==> config.mk <==
export PLATFORM = sky130hd
export DESIGN_NAME = depth_writer_flat
export DESIGN_NICKNAME = d
export VERILOG_FILES = /design/src/rtl/depth_writer_pkg.sv /design/src/rtl/depth_writer_if.sv /design/src/rtl/depth_writer_pixel_addr_gen.sv /design/src/rtl/depth_writer.sv /design/src/flat_wrapper.sv
export SDC_FILE = /design/constraint.sdc
export NUM_CORES = 1
export LEC_CHECK = 0
export BUFFER_PORTS_ARGS = -buffer_cell sky130_fd_sc_hd__buf_4
export CAP_MARGIN = 20
export CORE_MARGIN = 2
export CORE_UTILIZATION = 50
export CTS_BUF_LIST = sky130_fd_sc_hd__clkbuf_16
export DETAILED_ROUTE_END_ITERATION = 12
export PLACE_DENSITY = 0.72
export SYNTH_ARGS = -nofsm -noshare
export SYNTH_HDL_FRONTEND = slang
export SYNTH_SLANG_ARGS = --single-unit
export TNS_END_PERCENT = 10
==> constraint.sdc <==
create_clock -name clk -period 9.1 [get_ports clk]
set_clock_uncertainty 0.2 [all_clocks]
set_input_delay 0.455 -clock clk [delete_from_list [all_inputs] [get_ports clk]]
set_output_delay 0.455 -clock clk [all_outputs]
set_load 0.01 [all_outputs]
==> src/rtl/depth_writer_pkg.sv <==
// Shared renderer types plus the pixel record and framebuffer address width
// used by the depth-test/write stage.
package depth_writer_pkg;
  localparam int WIDTH     = 320;
  localparam int HEIGHT    = 240;
  localparam int FB_ADDR_W = $clog2(WIDTH * HEIGHT);

  typedef logic signed [31:0] q16_16_t;
  typedef logic [11:0]        color12_t;

  typedef struct packed {
    logic [15:0] x;
    logic [15:0] y;
    q16_16_t     depth;
    color12_t    color;
    logic        compare_depth;
  } pixel_t;

  // Pipeline payload once the pixel has been turned into an address.
  typedef struct packed {
    q16_16_t  depth;
    color12_t color;
    logic     compare_depth;
  } stage_t;
endpackage

==> src/rtl/depth_writer_if.sv <==
// Pixel stream, depth BRAM port and framebuffer write port of depth_writer.
// master = surrounding system, slave = depth_writer.
interface depth_writer_if
  import depth_writer_pkg::*;
#(
  parameter int ADDR_W = FB_ADDR_W
);
  pixel_t            in_pixel;
  logic              in_valid;
  logic              in_ready;
  logic              depth_rd_en;
  logic [ADDR_W-1:0] depth_rd_addr;
  q16_16_t           depth_rd_data;
  logic              depth_wr_en;
  logic [ADDR_W-1:0] depth_wr_addr;
  q16_16_t           depth_wr_data;
  logic              fb_valid;
  logic              fb_ready;
  logic [ADDR_W-1:0] fb_addr;
  color12_t          fb_color;

  modport master (
    output in_pixel, in_valid, depth_rd_data, fb_ready,
    input  in_ready, depth_rd_en, depth_rd_addr, depth_wr_en, depth_wr_addr,
           depth_wr_data, fb_valid, fb_addr, fb_color
  );

  modport slave (
    input  in_pixel, in_valid, depth_rd_data, fb_ready,
    output in_ready, depth_rd_en, depth_rd_addr, depth_wr_en, depth_wr_addr,
           depth_wr_data, fb_valid, fb_addr, fb_color
  );
endinterface

==> src/rtl/depth_writer_pixel_addr_gen.sv <==
// Linear framebuffer address y*WIDTH + x and on-screen check; shared with scanout.
module pixel_addr_gen #(
  parameter int WIDTH  = 320,
  parameter int HEIGHT = 240,
  parameter int ADDR_W = $clog2(WIDTH * HEIGHT)
) (
  input  logic [15:0]       x_i,
  input  logic [15:0]       y_i,
  output logic [ADDR_W-1:0] addr_o,
  output logic              in_range_o
);
  // Address is meaningless when out of range; callers gate on in_range_o.
  assign addr_o     = ADDR_W'(y_i) * ADDR_W'(WIDTH) + ADDR_W'(x_i);
  assign in_range_o = (32'(x_i) < 32'(WIDTH)) && (32'(y_i) < 32'(HEIGHT));
endmodule

==> src/rtl/depth_writer.sv <==
// Two-stage depth read-compare-write pipeline with read-after-write forwarding;
// S1 compares against the BRAM read, S2 holds the winner for the framebuffer.
module depth_writer
  import depth_writer_pkg::*;
#(
  parameter int WIDTH  = depth_writer_pkg::WIDTH,
  parameter int HEIGHT = depth_writer_pkg::HEIGHT,
  parameter int ADDR_W = $clog2(WIDTH * HEIGHT)
) (
  input  logic           clk,
  input  logic           rst,
  input  logic           begin_frame_i,
  depth_writer_if.slave  bus,
  output logic [31:0]    pixels_written_o,
  output logic [31:0]    pixels_rejected_o,
  output logic           busy_o
);
  logic [ADDR_W-1:0] in_addr;
  logic              in_range;

  pixel_addr_gen #(.WIDTH(WIDTH), .HEIGHT(HEIGHT), .ADDR_W(ADDR_W)) u_addr (
    .x_i       (bus.in_pixel.x),
    .y_i       (bus.in_pixel.y),
    .addr_o    (in_addr),
    .in_range_o(in_range)
  );

  logic [2:1]        vld_pipe_q;
  stage_t            s1_q;
  logic [ADDR_W-1:0] s1_addr_q, s2_addr_q, lw_addr_q;
  logic              s1_fresh_q, lw_vld_q;
  q16_16_t           s1_rdata_q, s2_depth_q, lw_depth_q;
  color12_t          s2_color_q;
  logic [31:0]       wr_cnt_q, wr_cnt_d, rej_cnt_q, rej_cnt_d;

  logic    accept, s1_adv, fb_fire, win;
  q16_16_t mem_depth, stored;
  logic [1:0] rej_inc;

  assign fb_fire      = vld_pipe_q[2] & bus.fb_ready;
  assign s1_adv       = vld_pipe_q[1] & (~vld_pipe_q[2] | bus.fb_ready);
  assign bus.in_ready = ~vld_pipe_q[1] | s1_adv;
  assign accept       = bus.in_valid & bus.in_ready;

  assign bus.depth_rd_en   = accept & in_range;
  assign bus.depth_rd_addr = in_addr;

  // Read data is only on the port the cycle after the read; hold it if stalled.
  assign mem_depth = s1_fresh_q ? bus.depth_rd_data : s1_rdata_q;

  // Newest value wins: S2 (not yet written), then last write, then memory.
  always_comb begin
    stored = mem_depth;
    if (lw_vld_q && lw_addr_q == s1_addr_q)       stored = lw_depth_q;
    if (vld_pipe_q[2] && s2_addr_q == s1_addr_q)  stored = s2_depth_q;
  end

  assign win     = ~s1_q.compare_depth | ($signed(s1_q.depth) < $signed(stored));
  assign rej_inc = {1'b0, accept & ~in_range} + {1'b0, s1_adv & ~win};

  always_comb begin
    wr_cnt_d  = (begin_frame_i ? 32'd0 : wr_cnt_q) + {31'd0, fb_fire};
    rej_cnt_d = (begin_frame_i ? 32'd0 : rej_cnt_q) + {30'd0, rej_inc};
  end

  always_ff @(posedge clk or posedge rst) begin
    if (rst) begin
      vld_pipe_q <= '0;
      s1_q       <= '0;
      s1_addr_q  <= '0;
      s1_fresh_q <= 1'b0;
      s1_rdata_q <= '0;
      s2_addr_q  <= '0;
      s2_depth_q <= '0;
      s2_color_q <= '0;
      lw_vld_q   <= 1'b0;
      lw_addr_q  <= '0;
      lw_depth_q <= '0;
      wr_cnt_q   <= '0;
      rej_cnt_q  <= '0;
    end else begin
      wr_cnt_q   <= wr_cnt_d;
      rej_cnt_q  <= rej_cnt_d;
      s1_fresh_q <= 1'b0;
      if (s1_fresh_q) s1_rdata_q <= bus.depth_rd_data;

      if (bus.depth_rd_en) begin
        vld_pipe_q[1] <= 1'b1;
        s1_fresh_q    <= 1'b1;
        s1_addr_q     <= in_addr;
        s1_q          <= '{depth: bus.in_pixel.depth, color: bus.in_pixel.color,
                           compare_depth: bus.in_pixel.compare_depth};
      end else if (s1_adv) begin
        vld_pipe_q[1] <= 1'b0;
      end

      if (s1_adv && win) begin
        vld_pipe_q[2] <= 1'b1;
        s2_addr_q     <= s1_addr_q;
        s2_depth_q    <= s1_q.depth;
        s2_color_q    <= s1_q.color;
      end else if (fb_fire) begin
        vld_pipe_q[2] <= 1'b0;
      end

      if (fb_fire) begin
        lw_vld_q   <= 1'b1;
        lw_addr_q  <= s2_addr_q;
        lw_depth_q <= s2_depth_q;
      end
    end
  end

  assign bus.fb_valid      = vld_pipe_q[2];
  assign bus.fb_addr       = s2_addr_q;
  assign bus.fb_color      = s2_color_q;
  assign bus.depth_wr_en   = fb_fire;
  assign bus.depth_wr_addr = s2_addr_q;
  assign bus.depth_wr_data = s2_depth_q;

  assign pixels_written_o  = wr_cnt_q;
  assign pixels_rejected_o = rej_cnt_q;
  assign busy_o            = |vld_pipe_q;
endmodule

==> src/flat_wrapper.sv <==
// flat-port wrapper written by rule: the top's interface ports become plain ports
module depth_writer_flat import depth_writer_pkg::*;
#(
  parameter int WIDTH  = depth_writer_pkg::WIDTH,
  parameter int HEIGHT = depth_writer_pkg::HEIGHT,
  parameter int ADDR_W = $clog2(WIDTH * HEIGHT)
)
  (clk, rst, begin_frame_i, pixels_written_o, pixels_rejected_o, busy_o, bus_in_pixel, bus_in_valid, bus_depth_rd_data, bus_fb_ready, bus_in_ready, bus_depth_rd_en, bus_depth_rd_addr, bus_depth_wr_en, bus_depth_wr_addr, bus_depth_wr_data, bus_fb_valid, bus_fb_addr, bus_fb_color);
  depth_writer_if #(.ADDR_W(ADDR_W)) bus_i ();
  input  logic clk;
  input  logic rst;
  input  logic begin_frame_i;
  output logic [31:0] pixels_written_o;
  output logic [31:0] pixels_rejected_o;
  output logic busy_o;
  input wire logic [$bits(bus_i.in_pixel)-1:0] bus_in_pixel;
  input wire logic [$bits(bus_i.in_valid)-1:0] bus_in_valid;
  input wire logic [$bits(bus_i.depth_rd_data)-1:0] bus_depth_rd_data;
  input wire logic [$bits(bus_i.fb_ready)-1:0] bus_fb_ready;
  output wire logic [$bits(bus_i.in_ready)-1:0] bus_in_ready;
  output wire logic [$bits(bus_i.depth_rd_en)-1:0] bus_depth_rd_en;
  output wire logic [$bits(bus_i.depth_rd_addr)-1:0] bus_depth_rd_addr;
  output wire logic [$bits(bus_i.depth_wr_en)-1:0] bus_depth_wr_en;
  output wire logic [$bits(bus_i.depth_wr_addr)-1:0] bus_depth_wr_addr;
  output wire logic [$bits(bus_i.depth_wr_data)-1:0] bus_depth_wr_data;
  output wire logic [$bits(bus_i.fb_valid)-1:0] bus_fb_valid;
  output wire logic [$bits(bus_i.fb_addr)-1:0] bus_fb_addr;
  output wire logic [$bits(bus_i.fb_color)-1:0] bus_fb_color;
  assign bus_i.in_pixel = bus_in_pixel;
  assign bus_i.in_valid = bus_in_valid;
  assign bus_i.depth_rd_data = bus_depth_rd_data;
  assign bus_i.fb_ready = bus_fb_ready;
  assign bus_in_ready = bus_i.in_ready;
  assign bus_depth_rd_en = bus_i.depth_rd_en;
  assign bus_depth_rd_addr = bus_i.depth_rd_addr;
  assign bus_depth_wr_en = bus_i.depth_wr_en;
  assign bus_depth_wr_addr = bus_i.depth_wr_addr;
  assign bus_depth_wr_data = bus_i.depth_wr_data;
  assign bus_fb_valid = bus_i.fb_valid;
  assign bus_fb_addr = bus_i.fb_addr;
  assign bus_fb_color = bus_i.fb_color;
  depth_writer #(.WIDTH(WIDTH), .HEIGHT(HEIGHT), .ADDR_W(ADDR_W)) u_core (.clk(clk), .rst(rst), .begin_frame_i(begin_frame_i), .bus(bus_i), .pixels_written_o(pixels_written_o), .pixels_rejected_o(pixels_rejected_o), .busy_o(busy_o));
endmodule
# Yosys cells after proc, flatten, opt, wreduce, memory -nomap -nowiden
# Cells that the tools add are included.
# W data, S select, Z words.
[totals]
wordCells = 57
input_bits = 114
regBits = 272
out_inout_bits = 164
[op_classes]
n_mux = 10
bitwise = 14
n_addsub = 4
eq_ne = 2
reduce_logical = 7
n_mul = 1
magnitude_cmp = 3
[op_table]
columns = ["cell", "n"]
rows = [
  ["$mux W32", 5],
  ["$eq A17 B17 Y1", 2],
  ["$add A32 B1 Y32", 1],
  ["$add A32 B2 Y32", 1],
  ["$lt A32 B32 Y1", 1],
  ["$add A17 B16 Y17", 1],
  ["$lt A16 B8 Y1 const B", 1],
  ["$lt A16 B9 Y1 const B", 1],
  ["$mul A16 B3 Y11 const B", 1],
  ["$and A1 B1 Y1", 6],
  ["$mux W1", 5],
  ["$not A1 Y1", 5],
  ["$logic_and A1 B1 Y1", 4],
  ["$reduce_bool A2 Y1", 2],
  ["$or A1 B1 Y1", 3],
  ["$add A1 B1 Y2", 1],
  ["$reduce_or A2 Y1", 1],
]

# Depth between registers and ports, before layout
# Gate-level depths: netlist of the first run.
[depth]
depth_word = 10
ltp_mapped = 26
depth_no_buf = 25

# By module
# From an unflattened synthesis of the first run, not the netlist that was laid out.
[unflattened]
hier_cells = 1301
hier_area_um2 = 13694.4
[modules_own_cells]
columns = ["mod", "n_inst", "seq_area_each_um2", "cells_each", "area_each_um2"]
rows = [
  ["depth_writer", 1, 6806.5, 1185, 12737.2],
  ["pixel_addr_gen", 1, 0.0, 116, 957.2],
]

# Worst setup path after synthesis of the first run
# No wires, ideal clock.
[synth_timing]
kind = "register to register"
start = "register u_core.s2_addr_q[7] (netlist: u_core.bus.depth_wr_addr[7])"
end = "register u_core.rej_cnt_q[31] (netlist: u_core.pixels_rejected_o[31])"
t_required_ps = 8822
path_stages_with_launch = 24
synth_period_minus_slack_ps = 5790
setup_time_ps = 78
path_slack_ps = 3310
n_path_buf = 3
arrival_ps = 5512
cell_sequence = "dfrtp_1 > xor2_1 > or2_1 > nor3b_1 > and4b_1 > buf_4 > clkbuf_1 > mux2i_1 > ha_1 > nand3_1 > or4_4 > or3_4 > nand3_1 > o2111a_1 > nand2_1 > fa_1 > nor2b_1 > nand2_1 > nor4b_1 > nand2_1 > or3_1 > clkbuf_1 > or3_1 > a21oi_1"
[synth_via]
elab_chain_cells = 9
[synth_lines]
columns = ["element", "line", "rtl"]
rows = [
  ["start: declaration", "depth_writer.sv:30", "logic [ADDR_W-1:0] s1_addr_q, s2_addr_q, lw_addr_q;"],
  ["start signal: assignment", "depth_writer.sv:99", "s2_addr_q <= s1_addr_q;"],
  ["$eq A17 B17 Y1", "depth_writer.sv:55", "if (vld_pipe_q[2] && s2_addr_q == s1_addr_q) stored = s2_depth_q;"],
  ["$logic_and A1 B1 Y1", "depth_writer.sv:55", ""],
  ["$mux W32", "depth_writer.sv:55", ""],
  ["$lt A32 B32 Y1", "depth_writer.sv:58", "assign win = ~s1_q.compare_depth | ($signed(s1_q.depth) < $signed(stored));"],
  ["$or A1 B1 Y1", "depth_writer.sv:58", ""],
  ["$not A1 Y1", "depth_writer.sv:59", "assign rej_inc = {1'b0, accept & ~in_range} + {1'b0, s1_adv & ~win};"],
  ["$and A1 B1 Y1", "depth_writer.sv:59", ""],
  ["$add A1 B1 Y2", "depth_writer.sv:59", ""],
  ["$add A32 B2 Y32", "depth_writer.sv:63", "rej_cnt_d = (begin_frame_i ? 32'd0 : rej_cnt_q) + {30'd0, rej_inc};"],
  ["net u_core.rej_cnt_d[31]", "depth_writer.sv:34", "logic [31:0] wr_cnt_q, wr_cnt_d, rej_cnt_q, rej_cnt_d;"],
  ["end signal: assignment", "depth_writer.sv:83", "rej_cnt_q <= rej_cnt_d;"],
  ["end: declaration", "depth_writer.sv:34", ""],
]
# The timed path passes the listed nets, and every way through them passes these cells.
# A chain may end at the register's enable or synchronous reset.

# Worst setup path after layout of the first run
[layout_timing]
start = "register u_core.s2_addr_q[1] (netlist: u_core.bus.depth_wr_addr[1])"
end = "register u_core.rej_cnt_q[29] (netlist: u_core.pixels_rejected_o[29])"
# The elaborated chain is that of the path after synthesis.

==> results of run 1 <==
[final cells by class]
| class | count | share of cell area [%] |
|---|---|---|
| Timing Repair Buffer | 371 | 16.7 |
| Clock buffer | 30 | 4.18 |
| Inverter | 23 | 0.523 |
| Clock inverter | 25 | 1.20 |
| Multi-Input combinational cell | 747 | 36.8 |
| Sequential cell | 272 | 37.9 |
| Tap cell | 378 | 2.63 |
[state kept, by name, summed over array words and instances, names as in the netlist]
signal and flops:
u_core.s1_q 45, u_core.bus.depth_wr_data 32, u_core.lw_depth_q 32, u_core.pixels_rejected_o 32
u_core.pixels_written_o 32, u_core.s1_rdata_q 32, u_core.bus.depth_wr_addr 17, u_core.lw_addr_q 17
u_core.s1_addr_q 17, u_core.bus.fb_color 12, u_core.vld_pipe_q 2, u_core.lw_vld_q 1
u_core.s1_fresh_q 1
[where the power goes]
group          leakage (nW)  total (mW)  switching, mW  internal (mW)
Clock                 0.495        1.18          0.490          0.685
Combinational          4.83       0.274          0.138          0.136
Sequential             3.80        1.21        0.00151           1.21
[cells by family after synthesis]
group / Yosys count / synth area share [%]
DFF: 272 / 48.8
muxes: 266 / 22.8
and+or+nand+nor: 239 / 9.05
xor gates and xnor gates: 97 / 6.10
buffers and inverters: 85 / 3.75
AOI/OAI and AO/OA: 83 / 3.69
adders and majority gates: 62 / 5.73
[synthesized netlist by cell type (2+ instances only)]
cell        n
a31oi_1     2
or3_1      14
or4_1       2
nand3_1    26
xnor2_1    64
mux2i_1    31
o21ai_0    23
and3b_1     2
nand2_1    44
a21oi_1    28
inv_1      23
buf_12      7
nand3b_1    2
a211oi_1    3
dfrtp_1   272
o21a_1      2
buf_4      24
mux2_2    175
mux2_4     60
fa_1        3
nor3b_1     6
nor3_1     13
nor2b_1    23
nand2b_1   10
buf_1       9
xor2_1     33
a21boi_0    2
nor4_1     11
clkbuf_1   22
a21o_1      9
nor2_1     47
o21bai_1    4
or2_2       3
ha_1       59
nand4_1    27
[per-stage QoR]
step	worst slack (ns)	instances	util, %	total power, mW
2_1_floorplan	0.950	1104	-	1.36
3_3_place_gp	2.74	1706	58.4	1.48
3_5_place_dp	2.50	1706	58.4	1.48
4_1_cts	2.50	1846	65.0	2.69
5_1_grt	1.91	1846	65.0	2.78
6_report	2.56	1846	65.0	2.66
[critical path, stage by stage (launching register included)]
cell	delay (ns)
dfrtp_1	0.45
xnor2_1	0.26
nand2_1	0.09
nor4_1	0.26
and4b_2	0.58
buf_4	0.45
mux2i_1	0.14
ha_1	0.39
nand3_1	0.13
or4_4	0.55
or3_4	0.41
nand3_1	0.09
o2111a_1	0.23
nand2_1	0.08
fa_1	0.38
nor2b_1	0.28
nand2_1	0.18
nor4b_1	0.29
nand2_1	0.09
or3_1	0.42
or3_1	0.34
a21oi_1	0.17
[worst paths after layout]
check / to / cells after the start / slack (ns)
max reg2reg: u_core.pixels_rejected_o[29] / 21 / 2.56
min: u_core.vld_pipe_q[2] / 3 / 0.04
min reg2reg: u_core.s1_rdata_q[5] / 1 / 0.30
min in group asynchronous: u_core.pixels_written_o[29] / 3 / 0.48
max: u_core.pixels_rejected_o[29] / 21 / 2.56
max in group asynchronous: u_core.bus.depth_wr_data[14] / 4 / 6.70
[metal layers]
layer	wire [um]	up-vias
met5	0	-
met4	651	0
met3	1940	38
met2	15400	227
met1	15000	4730
li1	-	4579
[cells in the final DEF, fill, tap and decap left out, types with 31 or more instances in the layout]
master	Yosys	routed
nand2_1	44	43
mux2_4	60	60
buf_4	24	286
dlygate4sd3_1	0	85
dfrtp_1	272	272
xnor2_1	64	64
mux2i_1	31	31
nor2_1	47	47
ha_1	59	59
xor2_1	33	33
mux2_2	175	175
[timing repair]
action	CTS	global route
hold endpoints to repair	213	0
setup buffers	0	0
hold buffers	85	0
==> flow_metrics.tcl, run 1 <==
set metrics [dict create \
    hpwl_mm 22.3 \
    overflow 0 \
    numCtsBuffers 30 \
    synth_seq_cells 272 \
    cts_resized 0 \
    postRouteAntennaNets 0 \
    critPathArrivalTime_ns 6.82 \
    rsz0062_at_grt "no" \
    fin_crit_sh_pct 71.9 \
    fmax_ghz 0.153 \
    powerDensity_nw_per_um2 148 \
    final.min_clock_period_ns 6.54 \
    tightest_slew_ns 0.958 \
    grt_pass1_wl_mm 52.5 \
    maxCapViolCount 0 \
    dieArea_sq_um 29200 \
    row_count 61 \
    clockRootBuffer "clkbuf_16" \
    report.final.slew_viol_count 0 \
    synth_cell_types 54 \
    synth_flop_cell "dfrtp_1" \
    multiInputGateArea_sq_um 6610 \
    wl_per_cell_um 17.9 \
    ys_seq_area_share_pct 48.8 \
    ff_latch_area_sq_um 6810 \
    synth_area_sq_um 13900 \
    setup_violations 0 \
    grt_util_met2_pct 37.2 \
    syn_inst 1104 \
    yosys.area.top_type_share_pct 48.8 \
    grt_pass1_vias 9873 \
    grt_busiest_layer "met2" \
    via_per_inst 5.19 \
    tritoncts "done" \
    clockBufferDepth 3 \
    cts.clk_slew.worst_paths_ns 0.06 \
    vias 9574 \
    place_area_sq_um 16100 \
    end_kind "flop" \
    status "finished, final reports clean" \
    synthesis.nets 1280 \
    worst-path-max-fanout 21 \
    grt_antenna_before_repair 0 \
    htree_levels 1 \
    firstDrtPassIters 4 \
    yosysTopAreaCell "dfrtp_1" \
    clock_latency_ns 0.56 \
    floorplan.initialDensity_pct 50.4 \
    portBuffers 277 \
    crit_start "u_core.bus.depth_wr_addr[1]" \
    whs_ns 0.0403 \
    fillerInstances 2171 \
    ys_warn_count 0 \
    ir_worst_vdd_mv 0.135 \
    start_kind "flop" \
    grt.met1_usage_pct 30.3 \
    ioPinCount 278 \
    relSlewSlack_pct 36.2 \
    crit_type "reg -> reg" \
    rr_startpoint "u_core.bus.depth_wr_addr[1]" \
    drt_iter0_drc 461 \
    synth_edf_count 0 \
    grt_use_total_pct 22.5 \
    design_area_sq_um 18000 \
    place.gp.congestion 0.795 \
    hold_start "bus_fb_ready" \
    ys_top_cells_by_area "dfrtp_1 (49%), mux2_2 (14%), mux2_4 (6.5%)" \
    final_nets 1621 \
    grt_max_degree 128 \
    core_region_area_sq_um 27600 \
    die_h_um 171 \
    grt_use_met3_pct 4.95 \
    drt-total-wl_mm 33.0 \
    drc_errors 0 \
    avgSynthCellArea_sq_um 12.6 \
    area_growth_pct 28.8 \
    die_x_um 171 \
    drive_above_1_share_pct 39.2 \
    antenna-diode-count 0 \
    clock_sinks 272 \
    setup_tns_ns 0 \
    final_hold_viol_count 0 \
    hold_path.class "in -> reg" \
    synthArstFlopShare_pct 100 \
    required_ns 9.38 \
    p_leak_nw 9.12 \
]
(Power assumes the default switching activity.)
==> inputs of run 2 (changes only) <==
--- a/config.mk
+++ b/config.mk
@@ -11,7 +11,7 @@
 export CORE_UTILIZATION = 50
 export CTS_BUF_LIST = sky130_fd_sc_hd__clkbuf_16
 export DETAILED_ROUTE_END_ITERATION = 12
-export PLACE_DENSITY = 0.72
+export PLACE_DENSITY = 0.74
 export SYNTH_ARGS = -nofsm -noshare
 export SYNTH_HDL_FRONTEND = slang
 export SYNTH_SLANG_ARGS = --single-unit
==> constraint.sdc (replaced) <==
create_clock -name clk -period 5.5 [get_ports clk]
set_clock_uncertainty 0.2 [all_clocks]
set_input_delay 0.275 -clock clk [delete_from_list [all_inputs] [get_ports clk]]
set_output_delay 0.275 -clock clk [all_outputs]
set_load 0.01 [all_outputs]
==> run 2 against run 1 <==
Effect of this change: the run now ends with negative setup slack left; sequential power grew 66%; utilization increased by 3.1 points; largest power group unchanged; total power rose by 62%; via count grew 4.8%; critical endpoint is now u_core.pixels_rejected_o[27]; highest routed layer unchanged.
==> flow_metrics.tcl, run 2 (synthesis results as in run 1) <==
set metrics [dict create \
    status "finished with violations" \
    violations "negative setup slack" \
    final_common_cell "buf_4" \
    clockRootBuffer "clkbuf_16" \
    fillerInstances 2029 \
    clock_sinks 272 \
    grt_use_total_pct 22.9 \
    drc_errors 0 \
    path_depth 23 \
    path_buf_inv 2 \
    htree_levels 1 \
    hold_path.class "in -> reg" \
    portBuffers 277 \
    cp_slowest_cell "or4_4" \
    hold_start "bus_in_valid" \
    swShare_pct 24.2 \
    ff_latch_area_sq_um 6810 \
    drt_iter0_drc 518 \
    path_delay_family "simple AND/OR/NAND/NOR gates" \
    grt_max_degree 148 \
    largest_register_ffs 45 \
    final_hold_viol_count 0 \
    powerDensity_nw_per_um2 230 \
    die_h_um 171 \
    rr_startpoint "u_core.lw_addr_q[3]" \
    antenna-diode-count 0 \
    core_region_area_sq_um 27600 \
    dieArea_sq_um 29200 \
    clockBufferDepth 3 \
    clock_latency_ns 0.55 \
    reg2reg_slack_ns -0.11 \
    die_x_um 171 \
    place.gp.congestion 0.841 \
    multiInputGateArea_sq_um 6780 \
    rr_endpoint "u_core.pixels_rejected_o[27]" \
    rsz0062_at_grt "yes" \
    ir_worst_vdd_mv 0.243 \
    cts.clk_slew.worst_paths_ns 0.06 \
    final_cell_mix "buf_4 (354), dfrtp_1 (272), mux2_2 (175)" \
    max_stage_delay_ns 0.52 \
    ioPinCount 278 \
    whs_ns 0.134 \
    crit_start "u_core.lw_addr_q[3]" \
    vias 10000 \
    fin_crit_sh_pct 102 \
    p_int_mw 3.27 \
    via_per_inst 5.20 \
    end_kind "flop" \
    area_growth_pct 34.9 \
    tightest_slew_ns 1.01 \
    start_kind "flop" \
    final_nets 1703 \
    crit_type "reg -> reg" \
    grt_pass1_vias 10400 \
    critPathArrivalTime_ns 5.89 \
    wl_per_cell_um 17.7 \
    report.final.slew_viol_count 0 \
    endpoint "u_core.pixels_rejected_o[27]" \
    relSlewSlack_pct 32.8 \
    postRouteAntennaNets 0 \
    drive_above_1_share_pct 43.8 \
    final.setup.worst_slack_ns -0.106 \
    maxCapViolCount 0 \
    p_seq_share_pct 46.5 \
    overflow 0 \
    floorplan.initialDensity_pct 50.4 \
    grt_antenna_before_repair 0 \
    largest-register "u_core.s1_q" \
    hpwl_mm 23.1 \
    grt_pass1_wl_mm 53.6 \
    final.min_clock_period_ns 5.61 \
    ff2ff_path_depth 23 \
    tritoncts "done" \
    worst-path-max-fanout 13 \
    place_ws_ns -0.391 \
    fmax_ghz 0.178 \
    crit_path_cell_trace "xnor2_1, nand4_1, nor3_4, nand4_1, buf_6, clkbuf_16, mux2_2, mux2i_1, ha_1, nand2_1, or4_4, or3_4, nand3_1, o2111a_2, nand2_2, fa_2, nor2b_4, nand2_2, nor4b_2, nand2_1, or3_4, or3_1, a21oi_2" \
    required_ns 5.78 \
    combPwrFrac_pct 11.1 \
    row_count 61 \
    clock_power_share_pct 42.4 \
    numCtsBuffers 30 \
    p_switching_mw 1.04 \
    p_leak_nw 9.58 \
    firstDrtPassIters 4 \
    setup_violations 5 \
    drt-total-wl_mm 34.2 \
]
[run 2: cell count changes in the layout (fill, tap and decap cells not counted), sizes merged]
cell	delta
dlygate4sd3	+3
inv	-1
clkinv	+4
clkbuf	+1
bufinv	-2
buf	+78
[run 2: worst min-delay path by stage]
| stage | endpoint | slack, ns | cells past startpoint |
|---|---|---|---|
| 2_1_floorplan | u_core.s1_addr_q[0] | 0.23 | 1 |
| 3_3_place_gp | u_core.s1_rdata_q[11] | 0.28 | 1 |
| 3_5_place_dp | u_core.s1_rdata_q[23] | 0.28 | 1 |
| 4_1_cts | u_core.pixels_rejected_o[0] | 0.10 | 4 |
| 5_1_grt | u_core.pixels_rejected_o[0] | 0.12 | 4 |
| 6_report | u_core.pixels_rejected_o[0] | 0.13 | 4 |
[run 2: worst min-delay path, cell delays in order]
cell	delay (ns)
buf_4	0.11
o211ai_1	0.20
fa_2	0.23
inv_1	0.03
[run 2: metrics by stage]
step                      instance area, sq um  instances  setup TNS [ns]  total power [mW]  utilization [%]
after floorplan                          13900       1104           -1.22              2.26                -
after global placement                   16800       1780           -1.02              2.46             60.8
after detailed placement                 16800       1780           -2.32              2.46             60.8
after CTS                                18700       1926          -0.142              4.35             67.6
after global routing                     18800       1929           -3.58              4.49             68.0
final                                    18800       1929          -0.391              4.32             68.0
[run 2: cell type report]
type | count | share of cell area, %
Sequential cell | 272 | 36.2
Multi-Input combinational cell | 747 | 36.1
Timing Repair Buffer | 453 | 19.9
Clock buffer | 30 | 3.99
Tap cell | 378 | 2.52
Clock inverter | 26 | 0.772
Inverter | 23 | 0.479
[run 2: timing repair]
action	4_1_cts	5_1_grt
endpoints found under the setup margin	12	19
cloned	0	1
resized for setup	19	16
hold endpoints to repair	300	0
hold buffers	88	0
buffers inserted	2	2
pin swaps	5	7
[run 2: per-layer routing]
layer / wire, um / GRT usage [%] / up-vias
li1: - / - / 4739
met1: 15000 / 30.5 / 4996
met2: 16500 / 38.7 / 244
met3: 1780 / 4.19 / 57
met4: 905 / 6.34 / 0
met5: 0 / 0 / -
[run 2: power by group through the flow]
stage / sequential [mW] / clock, mW / combinational, mW
after floorplan: 2.05 / 0 / 0.213
after detailed placement: 2.04 / 0 / 0.417
after global routing: 2.01 / 1.96 / 0.524
after CTS: 2.01 / 1.87 / 0.474
final: 2.01 / 1.83 / 0.478
after global placement: 2.04 / 0 / 0.413
